File: src/rtl/fp_addsub_pipe.sv
// rtl/fp_addsub_pipe.sv - 4-stage pipelined FP add/sub with valid/ready flow control
// Truncating arithmetic, no denormals; exp==0 operands are zero.
module fp_addsub_pipe #(
  parameter int EXP_W  = 8,
  parameter int FRAC_W = 24,
  parameter int TAG_W  = 4
) (
  input  logic                    clk,
  input  logic                    rst,
  input  logic                    in_valid,
  output logic                    in_ready,
  input  logic                    in_sub,
  input  logic [TAG_W-1:0]        in_tag,
  input  logic [EXP_W+FRAC_W:0]   a,
  input  logic [EXP_W+FRAC_W:0]   b,
  output logic                    out_valid,
  input  logic                    out_ready,
  output logic [TAG_W-1:0]        out_tag,
  output logic [EXP_W+FRAC_W:0]   result,
  output logic                    ovf,
  output logic                    unf
);
  localparam int W   = 1 + EXP_W + FRAC_W;
  localparam int M_W = FRAC_W + 1;
  localparam logic signed [EXP_W+1:0] EXP_MAX  = {2'b00, {EXP_W{1'b1}}};
  localparam logic signed [EXP_W+1:0] EXP_ZERO = '0;

  logic adv;
  assign adv      = !(out_valid && !out_ready);
  assign in_ready = adv;

  // S1: effective signs, zero masking, magnitude ordering
  logic [EXP_W+FRAC_W-1:0] mag_a, mag_b;
  logic                    sign_b, swap;
  always_comb begin
    mag_a  = (a[W-2:FRAC_W] == '0) ? '0 : a[W-2:0];
    mag_b  = (b[W-2:FRAC_W] == '0) ? '0 : b[W-2:0];
    sign_b = b[W-1] ^ in_sub;
    swap   = mag_b > mag_a;
  end

  logic                    s1_valid, s1_sign_l, s1_sign_s;
  logic [TAG_W-1:0]        s1_tag;
  logic [EXP_W+FRAC_W-1:0] s1_mag_l, s1_mag_s;
  logic [EXP_W-1:0]        s1_d;

  always_ff @(posedge clk) begin
    if (rst) begin
      s1_valid <= 1'b0; s1_tag <= '0; s1_sign_l <= 1'b0; s1_sign_s <= 1'b0;
      s1_mag_l <= '0; s1_mag_s <= '0; s1_d <= '0;
    end else if (adv) begin
      s1_valid  <= in_valid;
      s1_tag    <= in_tag;
      s1_sign_l <= swap ? sign_b : a[W-1];
      s1_sign_s <= swap ? a[W-1] : sign_b;
      s1_mag_l  <= swap ? mag_b : mag_a;
      s1_mag_s  <= swap ? mag_a : mag_b;
      s1_d      <= swap ? (mag_b[W-2:FRAC_W] - mag_a[W-2:FRAC_W])
                        : (mag_a[W-2:FRAC_W] - mag_b[W-2:FRAC_W]);
    end
  end

  // S2: restore hidden bit and align the smaller mantissa
  logic [M_W-1:0] m_l, m_s_full, m_s;
  always_comb begin
    m_l      = {|s1_mag_l[W-2:FRAC_W], s1_mag_l[FRAC_W-1:0]};
    m_s_full = {|s1_mag_s[W-2:FRAC_W], s1_mag_s[FRAC_W-1:0]};
    m_s      = (s1_d >= EXP_W'(M_W)) ? '0 : (m_s_full >> s1_d);
  end

  logic             s2_valid, s2_sign, s2_eff_sub;
  logic [TAG_W-1:0] s2_tag;
  logic [EXP_W-1:0] s2_exp;
  logic [M_W-1:0]   s2_m_l, s2_m_s;

  always_ff @(posedge clk) begin
    if (rst) begin
      s2_valid <= 1'b0; s2_tag <= '0; s2_sign <= 1'b0; s2_eff_sub <= 1'b0;
      s2_exp <= '0; s2_m_l <= '0; s2_m_s <= '0;
    end else if (adv) begin
      s2_valid   <= s1_valid;
      s2_tag     <= s1_tag;
      s2_sign    <= s1_sign_l;
      s2_eff_sub <= s1_sign_l ^ s1_sign_s;
      s2_exp     <= s1_mag_l[W-2:FRAC_W];
      s2_m_l     <= m_l;
      s2_m_s     <= m_s;
    end
  end

  // S3: magnitude add or subtract; ordering keeps the difference non-negative
  logic             s3_valid, s3_sign;
  logic [TAG_W-1:0] s3_tag;
  logic [EXP_W-1:0] s3_exp;
  logic [M_W:0]     s3_sum;

  always_ff @(posedge clk) begin
    if (rst) begin
      s3_valid <= 1'b0; s3_tag <= '0; s3_sign <= 1'b0; s3_exp <= '0; s3_sum <= '0;
    end else if (adv) begin
      s3_valid <= s2_valid;
      s3_tag   <= s2_tag;
      s3_sign  <= s2_sign;
      s3_exp   <= s2_exp;
      s3_sum   <= s2_eff_sub ? ({1'b0, s2_m_l} - {1'b0, s2_m_s})
                             : ({1'b0, s2_m_l} + {1'b0, s2_m_s});
    end
  end

  // S4: normalize, then saturate or flush on exponent range
  logic [EXP_W+1:0]        lzc;
  logic signed [EXP_W+1:0] n_exp;
  logic [M_W-1:0]          shifted;
  logic [FRAC_W-1:0]       n_frac;
  logic [W-1:0]            r_word;
  logic                    r_ovf, r_unf;

  always_comb begin
    lzc = '0;
    for (int i = 0; i < M_W; i++) begin
      if (s3_sum[i]) lzc = (EXP_W+2)'(FRAC_W - i);
    end
    shifted = s3_sum[M_W-1:0] << lzc;
    if (s3_sum[M_W]) begin
      n_exp  = $signed({2'b00, s3_exp} + 1'b1);
      n_frac = s3_sum[FRAC_W:1];
    end else begin
      n_exp  = $signed({2'b00, s3_exp} - lzc);
      n_frac = shifted[FRAC_W-1:0];
    end
    r_word = {s3_sign, n_exp[EXP_W-1:0], n_frac};
    r_ovf  = 1'b0;
    r_unf  = 1'b0;
    if (s3_sum == '0) begin
      r_word = '0;
    end else if (n_exp >= EXP_MAX) begin
      r_word = {s3_sign, {EXP_W{1'b1}}, {FRAC_W{1'b0}}};
      r_ovf  = 1'b1;
    end else if (n_exp <= EXP_ZERO) begin
      r_word = '0;
      r_unf  = 1'b1;
    end
  end

  always_ff @(posedge clk) begin
    if (rst) begin
      out_valid <= 1'b0; out_tag <= '0; result <= '0; ovf <= 1'b0; unf <= 1'b0;
    end else if (adv) begin
      out_valid <= s3_valid;
      out_tag   <= s3_tag;
      result    <= r_word;
      ovf       <= r_ovf;
      unf       <= r_unf;
    end
  end
endmodule

File: config.mk
export PLATFORM = sky130hd
export DESIGN_NAME = fp_addsub_pipe
export DESIGN_NICKNAME = d
export VERILOG_FILES = /design/src/rtl/fp_addsub_pipe.sv
export SDC_FILE = /design/constraint.sdc
export NUM_CORES = 1
export LEC_CHECK = 0
export CAP_MARGIN = 20
export CORE_MARGIN = 2
export CORE_UTILIZATION = 64
export CTS_CLUSTER_SIZE = 28
export DETAILED_ROUTE_END_ITERATION = 6
export GPL_TIMING_DRIVEN = 0
export HOLD_SLACK_MARGIN = 0.12
export PLACE_DENSITY = 0.95
export SYNTH_ARGS = -nofsm -noshare
export SYNTH_HDL_FRONTEND = slang
export SYNTH_SLANG_ARGS = --single-unit
File: constraint.sdc
create_clock -name clk -period 12 [get_ports clk]
set_input_delay 2.4 -clock clk [delete_from_list [all_inputs] [get_ports clk]]
set_output_delay 2.4 -clock clk [all_outputs]
set_load 0.01 [all_outputs]
* After elaboration in Yosys (flattened, before gate mapping)
Cells that the tools add are included.
** Storage, ports and cells
- Bits in registers :: 224
- Input port bits :: 75
- Output and inout port bits :: 41
- Word-level logic and storage cells :: 90
** Operators by class
- Add/sub/neg operators :: 6
- $lt $le $gt $ge :: 4
- Shift operators :: 2
- Multiplexer cells :: 44
- Bitwise logic cells :: 2
- Reductions and logical operators :: 8
** Operator list (number)
- $mux W10 :: 25
- $mux W32 :: 4
- $mux W33 :: 3
- $gt A32 B32 Y1 :: 1
- $add A25 B25 Y26 :: 1
- $logic_not A26 Y1 :: 1
- $mux W26 :: 1
- $sub A25 B25 Y26 :: 1
- $mux W25 :: 1
- $shl A25 B10 Y24 :: 1
- $shr A25 B8 Y25 :: 1
- $mux W24 :: 1
- $logic_not A8 Y1 :: 2
- $reduce_or A8 Y1 :: 2
- $sub A8 B8 Y8 :: 2
- $ge A10 B9 Y1 const B :: 1
- $le A10 B1 Y1 const B :: 1
- $sub A8 B10 Y10 :: 1
- $add A8 B1 Y9 const B :: 1
- $ge A8 B5 Y1 const B :: 1
- $mux W8 :: 1
- $mux W1 :: 7
- $mux W5 :: 1
- $logic_not A1 Y1 :: 2
- 2 further kinds :: 3

* Depth between registers and ports, before layout
- Depth after elaboration :: 31
- Mapped depth :: 19
- Mapped depth without buffers :: 19

* Worst setup path after synthesis
Ideal clock, no wire load.
- Path kind :: input-to-output
- Start point :: in out_ready
- End point :: out in_ready
- Data arrival time :: 3.574 ns
- Required time :: 9.600 ns
- Path slack :: 6.026 ns
- Stages :: 6
- Path buffers :: 4
- Cells stage by stage :: nor2b_1 > clkbuf_1 > inv_1 > clkbuf_1 > clkbuf_1 > clkbuf_1
** On the way
- Cells in the longest elaborated chain, start to end :: 3
** RTL lines
- from (decl) :: line 17 : input logic out_ready,
- $logic_not A1 Y1 :: line 29 : assign adv = !(out_valid && !out_ready);
- $logic_and A1 B1 Y1 :: line 29
- $logic_not A1 Y1 :: line 29
- to (decl) :: line 11 : output logic in_ready,
Every way passes these cells.

* Worst setup path in the final report
Ends and elaborated chain as after synthesis.

==> reports/results.ini <==
[floorplan]
die_area_sq_um=24400
core-area_sq_um=22700
dieHeight_um=156
floorplan.initialDensity_pct=65.3
io-pin-count=116
num_rows=55
die_w_um=156

[timing]
rsz0062_at_grt=false
fmax_mhz=125
period_share_pct=66.8
setup_slack_ns=3.98
finalHoldViolations=0
slew_violations=0
whs_ns=0.451
worst_pin_slew_ns=1.02
period_minus_slack_ns=8.02
maxSlewHeadroom_pct=32.2
skew_ns=0.00762
setup_violations=0
tns_ns=0

[routing]
vias=15700
drt_iter0_markers=1599
drt.antenna.violating_nets=0
drt_first_pass_iters=6
wirelength_um=50300
drc_errors=0
wl_per_cell_um=21.4
via_per_inst=6.70

[synth]
syn_inst=1908
synth_nets=2058
synth_edf_count=0
yosys_warnings=0
syn_area_sq_um=14800
synthTopCellsByArea=dfxtp_1, nand2_1, a21oi_1, ha_1, mux2i_1
synth_cell_types=88
async_flop_share_pct=0
synth_top_cell_by_area=dfxtp_1
netlist.area_leader.share_pct=30.3
ys_ff_latch=224
synth_flop_cell=dfxtp_1
syn-mean-instance-area_sq_um=7.77
synth_seq_area_share_pct=30.3

[layout]
area_growth_pct=15.8
layout-drive-gt1-share_pct=6.01
fin_util_pct=75.6
layout.nets=2199
fillers=1702

[worst_setup_path]
ff2ff_path_depth=19
critPathKind=in2out
cp-start-kind=input port
crit_fanout=10
required_ns=9.60
critPathCaptureType=output port
crit_arrival_ns=5.62

[cts]
cts_sinks=224
clk_path_buf_depth=3
numCtsBuffers=23
root_buffer=clkbuf_16
cts_max_level=1
cts_resized=0
clock_latency_ns=0.52
clkTransAtPathRegs_ns=0.06
cts_hold_buf=0
cts_setup_buffers=0
cts_tree=done

[worst_hold_path]
hold_class=reg2reg
holdPathStages=2

[global_routing]
grt-ovfl-total=0
grt_pass1_wl_um=78100
grt.total_usage_pct=40.3
grt_max_degree=15
antenna_found_initial=0
grt_pass1_vias=14900

[outcome]
status=finished, final reports clean

[placed_design]
gp_congestion=1.04
place_ws_ns=4.06
hpwlAfterDp_um=38700
port-buffer-count=114

[power]
ir_worst_vdd_v=0.000150
p_leak_uw=0.00681
power_density_nw_per_um2=236

[job]
drv_cap=0

power by group:
| group | leakage [uW] | internal (uW) | switching [uW] | total, uW |
|---|---|---|---|---|
| clock | 0.000398 | 487 | 307 | 794 |
| combinational | 0.00456 | 941 | 1350 | 2290 |
| sequential | 0.00185 | 866 | 94.7 | 960 |
| total | 0.00681 | 2290 | 1750 | 4050 |
worst paths after layout:
kind	startpoint	to	slack (ns)
max	out_ready	in_ready	3.98
min	s2_tag[3]$_SDFFE_PP0N_	s2_tag[3]$_SDFFE_PP0N_	0.45
max reg2reg	s3_sum[2]$_SDFFE_PP0N_	result[18]$_SDFFE_PP0N_	5.96
min reg2reg	s2_tag[3]$_SDFFE_PP0N_	s2_tag[3]$_SDFFE_PP0N_	0.45
critical path, cell delays in order:
cell and delay [ns]:
clkdlybuf4s50_1 0.45, nor2b_1 0.04, clkbuf_1 0.37, inv_1 0.24
clkbuf_1 0.54, clkbuf_1 0.47, clkbuf_1 0.40, clkdlybuf4s50_1 0.68
flip-flops by register name (all words and copies together) (netlist names), 4 cells and up:
register and flops:
out_tag 4, s1_d 8, s2_m_l 25, s2_exp 8, s2_tag 4, s2_m_s 25, s1_tag 4, s3_tag 4
s3_exp 8, s3_sum 26, result 33, s1_mag_s 32, s1_mag_l 32
stage by stage:
stage / std cells / cell area (sq um) / total power (uW)
after floorplan: 1908 / 14800 / 2550
after global placement: 2307 / 16300 / 3140
after detailed placement: 2308 / 16300 / 3180
after CTS: 2347 / 17200 / 3970
after global routing: 2348 / 17200 / 4230
final: 2349 / 17200 / 4050
placed cells by master (no fill, tap or decap), types with 12 or more instances in the layout:
cell	synthesis	final
o211ai_1	15	15
a31oi_1	15	15
nor2_1	204	204
a21o_1	23	23
inv_1	51	51
o22ai_1	13	13
xor2_1	13	13
mux2i_1	83	83
nor3_1	48	48
mux2_2	21	21
clkdlybuf4s50_1	0	114
clkbuf_1	117	118
o21a_1	12	12
a211oi_1	58	58
nor2b_1	40	40
ha_1	71	71
nand3_1	19	19
a21oi_1	182	182
a22oi_1	32	32
nand2_1	272	272
a311oi_1	25	25
and2_1	30	30
dfxtp_1	224	224
o21ai_0	53	53
clkbuf_8	9	14
buf_2	13	14
nor4_1	25	25
clkbuf_16	0	23
xnor2_1	46	46
a22o_1	22	22
synth_stat cells (19+ instances only):
cell type / instances
nor4_1: 25
a21oi_1: 182
o21ai_0: 53
clkbuf_1: 117
nor2_1: 204
xnor2_1: 46
nor2b_1: 40
a211oi_1: 58
a22o_1: 22
inv_1: 51
mux2i_1: 83
nor3_1: 48
ha_1: 71
nand3_1: 19
a22oi_1: 32
a311oi_1: 25
nand2_1: 272
mux2_2: 21
a21o_1: 23
and2_1: 30
dfxtp_1: 224
metal layers:
metal / GRT usage [%] / vias to the layer above / wire, um
met5: 0 / - / 0
met4: 23.8 / 0 / 3090
met3: 8.47 / 248 / 5060
met2: 66.6 / 1030 / 23000
met1: 48.5 / 7329 / 19100
li1: - / 7121 / -
cell type report:
| class | count | area, sq um | area share (%) |
|---|---|---|---|
| sequential | 224 | 4480 | 26.1 |
| inverter | 53 | 199 | 1.16 |
| multi-input combinational | 1474 | 9380 | 54.7 |
| tap | 285 | 357 | 2.08 |
| antenna | 1 | 2.50 | 0.0146 |
| clock inverter | 11 | 190 | 1.11 |
| buffer | 157 | 757 | 4.41 |
| timing repair buffer | 116 | 1150 | 6.70 |
| clock buffer | 28 | 644 | 3.75 |
cell families after synthesis:
| family | synth area share (%) |
|---|---|
| fa+ha+maj | 6.53 |
| simple gates | 21.2 |
| compound gates | 24.0 |
| mux | 8.10 |
| xor+xnor | 3.49 |
| buf+inv | 6.45 |
| flops | 30.3 |
Power figures use the tool's default switching activity.
